File: config.mk
export PLATFORM = sky130hd
export DESIGN_NAME = datapath_controller
export DESIGN_NICKNAME = d
export VERILOG_FILES = /design/src/rtl/datapath_controller.sv
export SDC_FILE = /design/constraint.sdc
export NUM_CORES = 1
export LEC_CHECK = 0
export BUFFER_PORTS_ARGS = -buffer_cell sky130_fd_sc_hd__buf_2
export CAP_MARGIN = 20
export CORE_UTILIZATION = 46
export CTS_CLUSTER_DIAMETER = 30
export DETAILED_ROUTE_END_ITERATION = 8
export PLACE_DENSITY = 0.79
export RECOVER_POWER = 50
export SLEW_MARGIN = 15
export SYNTH_ARGS = -nofsm -noshare
export SYNTH_HDL_FRONTEND = slang
export SYNTH_SLANG_ARGS = --single-unit
File: constraint.sdc
create_clock -name clk -period 2.2 [get_ports clk]
set_input_delay 0.11 -clock clk [delete_from_list [all_inputs] [get_ports clk]]
set_output_delay 0.11 -clock clk [all_outputs]
set_load 0.02 [all_outputs]
File: src/rtl/datapath_controller.sv
// Multi-cycle control unit for the 64-bit LEGv8-subset datapath.
// Fetches into an internal IR, decodes it and sequences the control word across 1-3 cycles.
module datapath_controller #(
    parameter int          PC_STEP  = 4,
    parameter logic [4:0]  FS_AND   = 5'b00000,
    parameter logic [4:0]  FS_ORR   = 5'b00100,
    parameter logic [4:0]  FS_ADD   = 5'b01000,
    parameter logic [4:0]  FS_SUB   = 5'b01001,
    parameter logic [4:0]  FS_EOR   = 5'b01100,
    parameter logic [4:0]  LINK_REG = 5'd30
) (
    input  logic        clk,
    input  logic        rst,
    input  logic        run,
    input  logic [31:0] instr,
    input  logic [4:0]  status,
    output logic [63:0] k,
    output logic [4:0]  reg_addr,
    output logic [4:0]  a_addr,
    output logic [4:0]  b_addr,
    output logic [4:0]  fs,
    output logic [1:0]  ps,
    output logic        reg_w,
    output logic        b_sel,
    output logic        b_en,
    output logic        alu_en,
    output logic        mem_en,
    output logic        chip_sel,
    output logic        mem_w,
    output logic        mem_r,
    output logic        stat_en,
    output logic        pc_reg_en,
    output logic        pc_rom_en,
    output logic        pc_sel,
    output logic        c0,
    output logic        halted,
    output logic        illegal
);

    typedef enum logic [2:0] {
        IDLE,
        FETCH,
        EXEC,
        MEM2,
        BRANCH,
        HALT
    } state_t;

    localparam logic [63:0] STEP64 = 64'(PC_STEP);

    state_t      state_q, state_d;
    logic [31:0] ir_q, ir_d;
    logic        taken_q, taken_d;
    logic        illegal_q, illegal_d;

    logic isAdd, isSub, isSubs, isAnd, isOrr, isEor;
    logic isAddi, isSubi, isLdur, isStur, isB, isBl, isCbz, isCbnz, isBr, isHlt;
    logic isRtype, isImm;
    logic [4:0]  aluFs;
    logic [63:0] imm9Ext, imm19Ext, imm26Ext, brImm, brOffset;
    logic        status_unused;

    // Only the combinational zero flag steers control; the rest of status belongs to the datapath.
    assign status_unused = ^status[4:1];

    assign isAdd   = (ir_q[31:21] == 11'b10001011000);
    assign isSub   = (ir_q[31:21] == 11'b11001011000);
    assign isSubs  = (ir_q[31:21] == 11'b11101011000);
    assign isAnd   = (ir_q[31:21] == 11'b10001010000);
    assign isOrr   = (ir_q[31:21] == 11'b10101010000);
    assign isEor   = (ir_q[31:21] == 11'b11001010000);
    assign isAddi  = (ir_q[31:22] == 10'b1001000100);
    assign isSubi  = (ir_q[31:22] == 10'b1101000100);
    assign isLdur  = (ir_q[31:21] == 11'b11111000010);
    assign isStur  = (ir_q[31:21] == 11'b11111000000);
    assign isB     = (ir_q[31:26] == 6'b000101);
    assign isBl    = (ir_q[31:26] == 6'b100101);
    assign isCbz   = (ir_q[31:24] == 8'b10110100);
    assign isCbnz  = (ir_q[31:24] == 8'b10110101);
    assign isBr    = (ir_q[31:21] == 11'b11010110000);
    assign isHlt   = (ir_q == 32'hFFFF_FFFF);
    assign isRtype = isAdd | isSub | isSubs | isAnd | isOrr | isEor;
    assign isImm   = isAddi | isSubi;

    // Branch offset backs out the FETCH increment so the target is relative to the branch itself.
    assign imm9Ext  = {{55{ir_q[20]}}, ir_q[20:12]};
    assign imm19Ext = {{45{ir_q[23]}}, ir_q[23:5]};
    assign imm26Ext = {{38{ir_q[25]}}, ir_q[25:0]};
    assign brImm    = (isB | isBl) ? imm26Ext : imm19Ext;
    assign brOffset = (brImm * STEP64) - STEP64;

    always_comb begin
        aluFs = FS_ADD;
        if (isSub | isSubs | isSubi) begin
            aluFs = FS_SUB;
        end else if (isAnd) begin
            aluFs = FS_AND;
        end else if (isOrr) begin
            aluFs = FS_ORR;
        end else if (isEor) begin
            aluFs = FS_EOR;
        end
    end

    always_ff @(posedge clk or posedge rst) begin
        if (rst) begin
            state_q   <= IDLE;
            ir_q      <= '0;
            taken_q   <= 1'b0;
            illegal_q <= 1'b0;
        end else begin
            state_q   <= state_d;
            ir_q      <= ir_d;
            taken_q   <= taken_d;
            illegal_q <= illegal_d;
        end
    end

    assign illegal = illegal_q;

    always_comb begin
        state_d   = state_q;
        ir_d      = ir_q;
        taken_d   = taken_q;
        illegal_d = illegal_q;
        k         = '0;
        reg_addr  = '0;
        a_addr    = '0;
        b_addr    = '0;
        fs        = FS_ADD;
        ps        = 2'b00;
        reg_w     = 1'b0;
        b_sel     = 1'b0;
        b_en      = 1'b0;
        alu_en    = 1'b0;
        mem_en    = 1'b0;
        chip_sel  = 1'b0;
        mem_w     = 1'b0;
        mem_r     = 1'b0;
        stat_en   = 1'b0;
        pc_reg_en = 1'b0;
        pc_rom_en = 1'b0;
        pc_sel    = 1'b0;
        c0        = 1'b0;
        halted    = 1'b0;

        unique case (state_q)
            IDLE: begin
                if (run) begin
                    state_d = FETCH;
                end
            end
            FETCH: begin
                pc_rom_en = 1'b1;
                ps        = 2'b01;
                ir_d      = instr;
                state_d   = EXEC;
            end
            EXEC: begin
                if (isRtype | isImm) begin
                    a_addr   = ir_q[9:5];
                    b_addr   = ir_q[20:16];
                    reg_addr = ir_q[4:0];
                    b_sel    = isImm;
                    k        = isImm ? {52'b0, ir_q[21:10]} : '0;
                    fs       = aluFs;
                    c0       = isSub | isSubs | isSubi;
                    alu_en   = 1'b1;
                    reg_w    = 1'b1;
                    stat_en  = isSubs;
                    state_d  = run ? FETCH : IDLE;
                end else if (isLdur | isStur) begin
                    a_addr  = ir_q[9:5];
                    b_sel   = 1'b1;
                    k       = imm9Ext;
                    fs      = FS_ADD;
                    alu_en  = 1'b1;
                    mem_en  = 1'b1;
                    mem_r   = isLdur;
                    state_d = MEM2;
                end else if (isB | isBl) begin
                    taken_d = 1'b1;
                    if (isBl) begin
                        pc_reg_en = 1'b1;
                        reg_addr  = LINK_REG;
                        reg_w     = 1'b1;
                    end
                    state_d = BRANCH;
                end else if (isCbz | isCbnz) begin
                    a_addr  = ir_q[4:0];
                    b_sel   = 1'b1;
                    fs      = FS_ORR;
                    taken_d = isCbz ? status[0] : ~status[0];
                    state_d = BRANCH;
                end else if (isBr) begin
                    a_addr  = ir_q[9:5];
                    pc_sel  = 1'b0;
                    ps      = 2'b10;
                    state_d = run ? FETCH : IDLE;
                end else if (isHlt) begin
                    state_d = HALT;
                end else begin
                    illegal_d = 1'b1;
                    state_d   = HALT;
                end
            end
            MEM2: begin
                if (isLdur) begin
                    chip_sel = 1'b1;
                    reg_addr = ir_q[4:0];
                    reg_w    = 1'b1;
                end else begin
                    b_addr = ir_q[4:0];
                    b_en   = 1'b1;
                    mem_w  = 1'b1;
                end
                state_d = run ? FETCH : IDLE;
            end
            BRANCH: begin
                if (taken_q) begin
                    pc_sel = 1'b1;
                    ps     = 2'b11;
                    k      = brOffset;
                end
                taken_d = 1'b0;
                state_d = run ? FETCH : IDLE;
            end
            HALT: begin
                halted = 1'b1;
                if (!run) begin
                    state_d = IDLE;
                end
            end
            default: begin
                state_d = IDLE;
            end
        endcase
    end

endmodule
# ---- Yosys cells after proc, flatten, opt, wreduce, memory -nomap -nowiden
# Cells that the tools add are included.
dict set report word_totals {
  input_bits 40
  latch_bits 0
  out_inout_bits 101
  mem_count 0
  ramBits 0
  romBits 0
  wordCells 140
  reg_bits 37
}
dict set report classes {
  mux 84
  n_shift 0
  magnitude_cmp 0
  n_addsub 1
  n_bitwise 19
  n_mul 0
  n_eq_ne 26
  n_div 0
  n_reduce_logical 6
}
# operator n
set op_table {}
lappend op_table {{$mux 64} 3}
lappend op_table {{$pmux 64 s2} 1}
lappend op_table {{$eq 11x11->1 const B} 9}
lappend op_table {{$mux 5} 15}
lappend op_table {{$sub 64x3->64 const B} 1}
lappend op_table {{$mux 62} 1}
lappend op_table {{$mux 1} 37}
lappend op_table {{$eq 32x32->1 const B} 1}
lappend op_table {{$mux 3} 8}
lappend op_table {{$mux 4} 6}
lappend op_table {{$eq 10x10->1 const B} 2}
lappend op_table {{$pmux 5 s2} 2}
lappend op_table {{$eq 8x8->1 const B} 2}
lappend op_table {{$pmux 3 s5} 1}
lappend op_table {{$mux 12} 1}
lappend op_table {{$mux 2} 6}
lappend op_table {{$or 1x1->1} 12}
lappend op_table {{$ne 2x2->1 const B} 4}
lappend op_table {{$not 1->1} 7}
lappend op_table {{$reduce_and 7->1} 1}
lappend op_table {{$eq 3x2->1 const B} 2}
lappend op_table {{$eq 3x3->1 const B} 2}
lappend op_table {{$eq 6x3->1 const B} 1}
lappend op_table {{$eq 6x6->1 const B} 1}
lappend op_table {{other kinds (9)} 10}

# ---- Longest topological paths before layout
dict set report logic_depth {
  word_depth 9
  depth_mapped 10
  ltp_nobuf 8
}

# ---- Least setup slack after synthesis
# Ideal clock, no wire load.
dict set report synth_timing {
  path_type {reg2out}
  from {register ir_q[30]}
  to {output port k[16]}
  t_required_ns 2.090
  path_slack_ns -0.390
  stages_incl_launch_ff 9
  path_buffers 2
  arrival_time_ns 2.480
  cell_sequence {dfrtp_1 buf_2 or3b_2 nor2_1 buf_4 mux2i_1 nand4_1 nor2b_1 o21ai_0}
}
dict set report synth_via {
  elab_chain_len 9
  elab_cells_between_ends 27
  cone_classes {add/sub (1); eq/ne (12); mux (5); bitwise (9)}
}
# item line_no
set synth_lines {}
lappend synth_lines {{from (decl)} 52} ;# logic [31:0] ir_q, ir_d;
lappend synth_lines {{from (signal assigned)} 113} ;# ir_q <= ir_d;
lappend synth_lines {{parallel branches: the longest is 8 deep, another holds $sub 64x3->64} --}
lappend synth_lines {{$pmux 64 s2 *} 147} ;# unique case (state_q)
lappend synth_lines {{to (decl)} 17} ;# output logic [63:0] k,
# Every way passes the cells marked *.

# ---- Worst setup path in the final report
dict set report layout_timing {
  from {register ir_q[5]}
  to {output port k[23]}
}
dict set report layout_via {
  elab_chain_len 4
}
# item line_no
set layout_lines {}
lappend layout_lines {{$mux 62} 89} ;# assign brImm = (isB | isBl) ? imm26Ext : imm19Ext;
lappend layout_lines {{$sub 64x3->64} 90} ;# assign brOffset = (brImm * STEP64) - STEP64;
lappend layout_lines {{$mux 64} 220} ;# if (taken_q) begin
lappend layout_lines {{$pmux 64 s2} 147}
# No other way between the ends.

==> impl_metrics.ini <==
[timing]
min_period_ns = 2.92
timing.final.ws_setup_ns = -0.723
report.final.hold_viol_count = 0
fmax_mhz = 342
slew_violations = 0
worst_pin_slew_ns = 0.982
setup-violations-final = 97
rsz0062_at_grt = yes
slew-limit-headroom = 0.345
clock_skew_ns = 0.00865
period_share = 1.33

[synth]
yosys.area.top_type_share = 0.247
async_flop_share = 1.00
yosysUniqueCellTypes = 68
synth_area_leaders = dfrtp_1 25%, mux2_2 8.1%, nand2_1 7.3%, o21ai_0 4.3%, clkbuf_1 3.7%
synth_mux_area_frac = 0.105
synth_compound_area_frac = 0.223
yosys.area_share.simple = 0.289
synthFlopType = dfrtp_1
synthAdderAreaFrac = 0.0194
syn_area_um2 = 3750
synth_top_area_cell = dfrtp_1
synth_edf_count = 0
synth_xor_xnor_area_share = 0.0327
avgSynthCellArea_um2 = 7.65
synthCells = 490
ys_ff_latch = 37
yosysSeqAreaShare = 0.247
yosysWarningCount = 0
synth_top_family_by_area = simple AND/OR/NAND/NOR gates

[grt]
met1_usage = 0.505
grt_max_degree = 38
grt_pass1_wl_um = 28400
grt_overflow = 0
antenna_found_initial = 1
use_met3 = 0.0837
grtUsageTotal = 0.431
grt.busiest_layer = met2
grt_pass1_vias = 5401
grt_util_met2 = 0.728

[pwr]
pwr-share-seq = 0.178
powerDensity_nw_per_um2 = 1130
p_leak_nw = 3.34
power.switching_mw = 4.37
clkPwrFrac = 0.061
switching_share = 0.534
power_frac_comb = 0.761
p_int_mw = 3.81
vdd_drop_max_mv = 1.04

[clock_network]
clk_path_buf_depth = 2
cts_tree = yes
clkLatencyLatePin_ns = 0.31
numCtsBuffers = 5
cts_root_buf = clkbuf_8
clkSlewWorstSetupHoldPaths_ns = 0.09
ctsHtreeMaxLevel = 2
cts.sinks = 37

[layout]
drive_gt1_frac = 0.655
finalNonFillerCells = 830
area_delta_synth_final_pct = 93.3
num_antenna_cells = 0
finalNetCount = 772

[worst_setup_path]
critPathMaxStageDelay_ns = 0.49
crit_required_ns = 2.09
crit_fanout = 3
crit_top_cell = buf_4
slowest_stage = nor2_1
critical_path_class = reg2out
crit_path_end_kind = output port
worstPathCellList = nor2_1 > nand2_1 > mux2i_1 > buf_4 > buf_4 > and4bb_2 > xor2_2 > o21ai_2 > buf_6
crit_arrival_ns = 2.81
worstSetupStartpointType = flop

[die]
placeableCoreArea_um2 = 7810
start_util = 0.480
dieArea_um2 = 8520
rows = 32
die_h_um = 92.3
io_pins = 141
fp.dieW_um = 92.3

[drt]
wire_per_inst_um = 28.3
num_vias = 5941
dr.pass1.iters = 9
drc = 121
routed_wl_um = 23500
ant_nets = 0
dr.first_iter.drc_count = 948
viasPerCell = 7.16

[placed_design]
pre_cts_slack_ns = -0.175
portBuffers = 134
gp_congestion = 0.945
dp_hpwl_um = 10700
placed_cells = 787

[min_path]
hold_class = in2reg

[status]
violations = design-rule violations, negative setup slack
status = complete, but fails checks

[run]
cap_violations = 0
## power by group through the flow
| stage | clock network [mW] | logic, mW | registers, mW |
|---|---|---|---|
| 2_1_floorplan | 0 | 2.80 | 1.24 |
| 3_3_place_gp | 0 | 4.26 | 1.34 |
| 3_5_place_dp | 0 | 4.40 | 1.36 |
| 4_1_cts | 0.470 | 4.94 | 1.37 |
| 5_1_grt | 0.511 | 6.35 | 1.49 |
| 6_report | 0.502 | 6.23 | 1.46 |
## layout by cell type, fill, tap and decap left out, types with 13 or more instances in the layout
cell     count
nor2_1      28
nand2_2     19
nand2_8     13
a21oi_1     16
nand2_1     36
buf_2       47
dfrtp_1     35
mux2_2      26
buf_6      102
buf_4      126
## Yosys cell counts, drive strengths merged, types with 3 or more instances
cell type  number
a211oi          3
a21o            9
a21oi          22
a221o           3
a22o            7
a22oi           8
a311oi          3
a31oi           5
and2            8
and3            7
buf            19
clkbuf         37
dfrtp          37
ha              5
inv             9
mux2           27
mux2i           9
nand2          75
nand2b          5
nand3          12
nand4          11
nor2           34
nor2b          10
nor3           11
nor4           11
o2111ai         3
o21ai          35
o221ai          4
o22ai           5
o31a            3
or3             4
or4             6
xnor2           6
xor2            8
## logic make-up (layout without fill, tap and decap cells)
group / Yosys count / after routing
other: 1 / 2
and+or+nand+nor: 207 / 207
DFF: 37 / 37
AOI/OAI and AO/OA: 124 / 124
xor gates and xnor gates: 14 / 14
buffers and inverters: 65 / 302
muxes: 36 / 36
adders and majority gates: 6 / 6
## per-stage QoR
stage | power, mW | TNS, ns | util | hold slack (ns) | area [um^2]
floorplan | 4.04 | -1.69 | - | 0.215 | 4230
global placement | 5.60 | -4.56 | 0.726 | 0.235 | 5670
detailed placement | 5.76 | -5.75 | 0.726 | 0.243 | 5670
CTS | 6.78 | -26.29 | 0.856 | 0.0283 | 6690
global route | 8.35 | -55.53 | 0.928 | 0.0442 | 7250
finish | 8.19 | -47.09 | 0.928 | 0.0242 | 7250
## state kept, by name (all words and copies together), names as in the netlist
name,count
state_q,3
illegal,1
ir_q,32
taken_q,1
## critical path: cells and delay by family, from the launching register on
kind	cells	cell delay, ns
DFF	1	0.44
and+or+nand+nor	3	1.04
AOI/OAI and AO/OA	1	0.08
muxes	1	0.27
buffers and inverters	3	0.47
xor gates and xnor gates	1	0.20
## metal layers
metal | vias up | part of all wire
met3 | 311 | 0.14
met1 | 2706 | 0.31
met5 | - | 0
li1 | 2244 | -
met2 | 680 | 0.44
met4 | 0 | 0.11
## worst paths after layout
kind                                              to  depth (start not counted)            startpoint  slack (ns)
min in group asynchronous       ir_q[25]$_DFFE_PP0P_                          4                   rst        0.65
max in group asynchronous       ir_q[28]$_DFFE_PP0P_                          4                   rst        0.88
worst min register to register   illegal$_DFFE_PP0P_                          1   illegal$_DFFE_PP0P_        0.54
worst max-delay path                           k[23]                          9   ir_q[5]$_DFFE_PP0P_       -0.72
worst min-delay path            ir_q[24]$_DFFE_PP0P_                          3             instr[24]        0.02
worst max register to register   taken_q$_DFFE_PP0P_                         10  ir_q[27]$_DFFE_PP0P_       -0.25
## area by class of cell
class | count | area, um^2
clock buffers | 6 | 72.6
clock inverters | 2 | 10.0
fillers | 250 | 561
inverters | 9 | 33.8
multi-input cells | 389 | 3600
flip-flops and latches | 37 | 928
well taps | 102 | 128
repair buffers | 285 | 2480
## repair_timing
| item | 4_1_cts | 5_1_grt |
|---|---|---|
| gates resized for setup | 221 | 109 |
| setup buffers | 23 | 14 |
| hold buffers | 1 | 0 |
| gates cloned | 0 | 1 |
| pin swaps | 49 | 43 |
| setup endpoints to repair | 90 | 92 |
| endpoints found under the hold margin | 37 | 0 |
No activity file was read; power rests on OpenSTA's default activity.
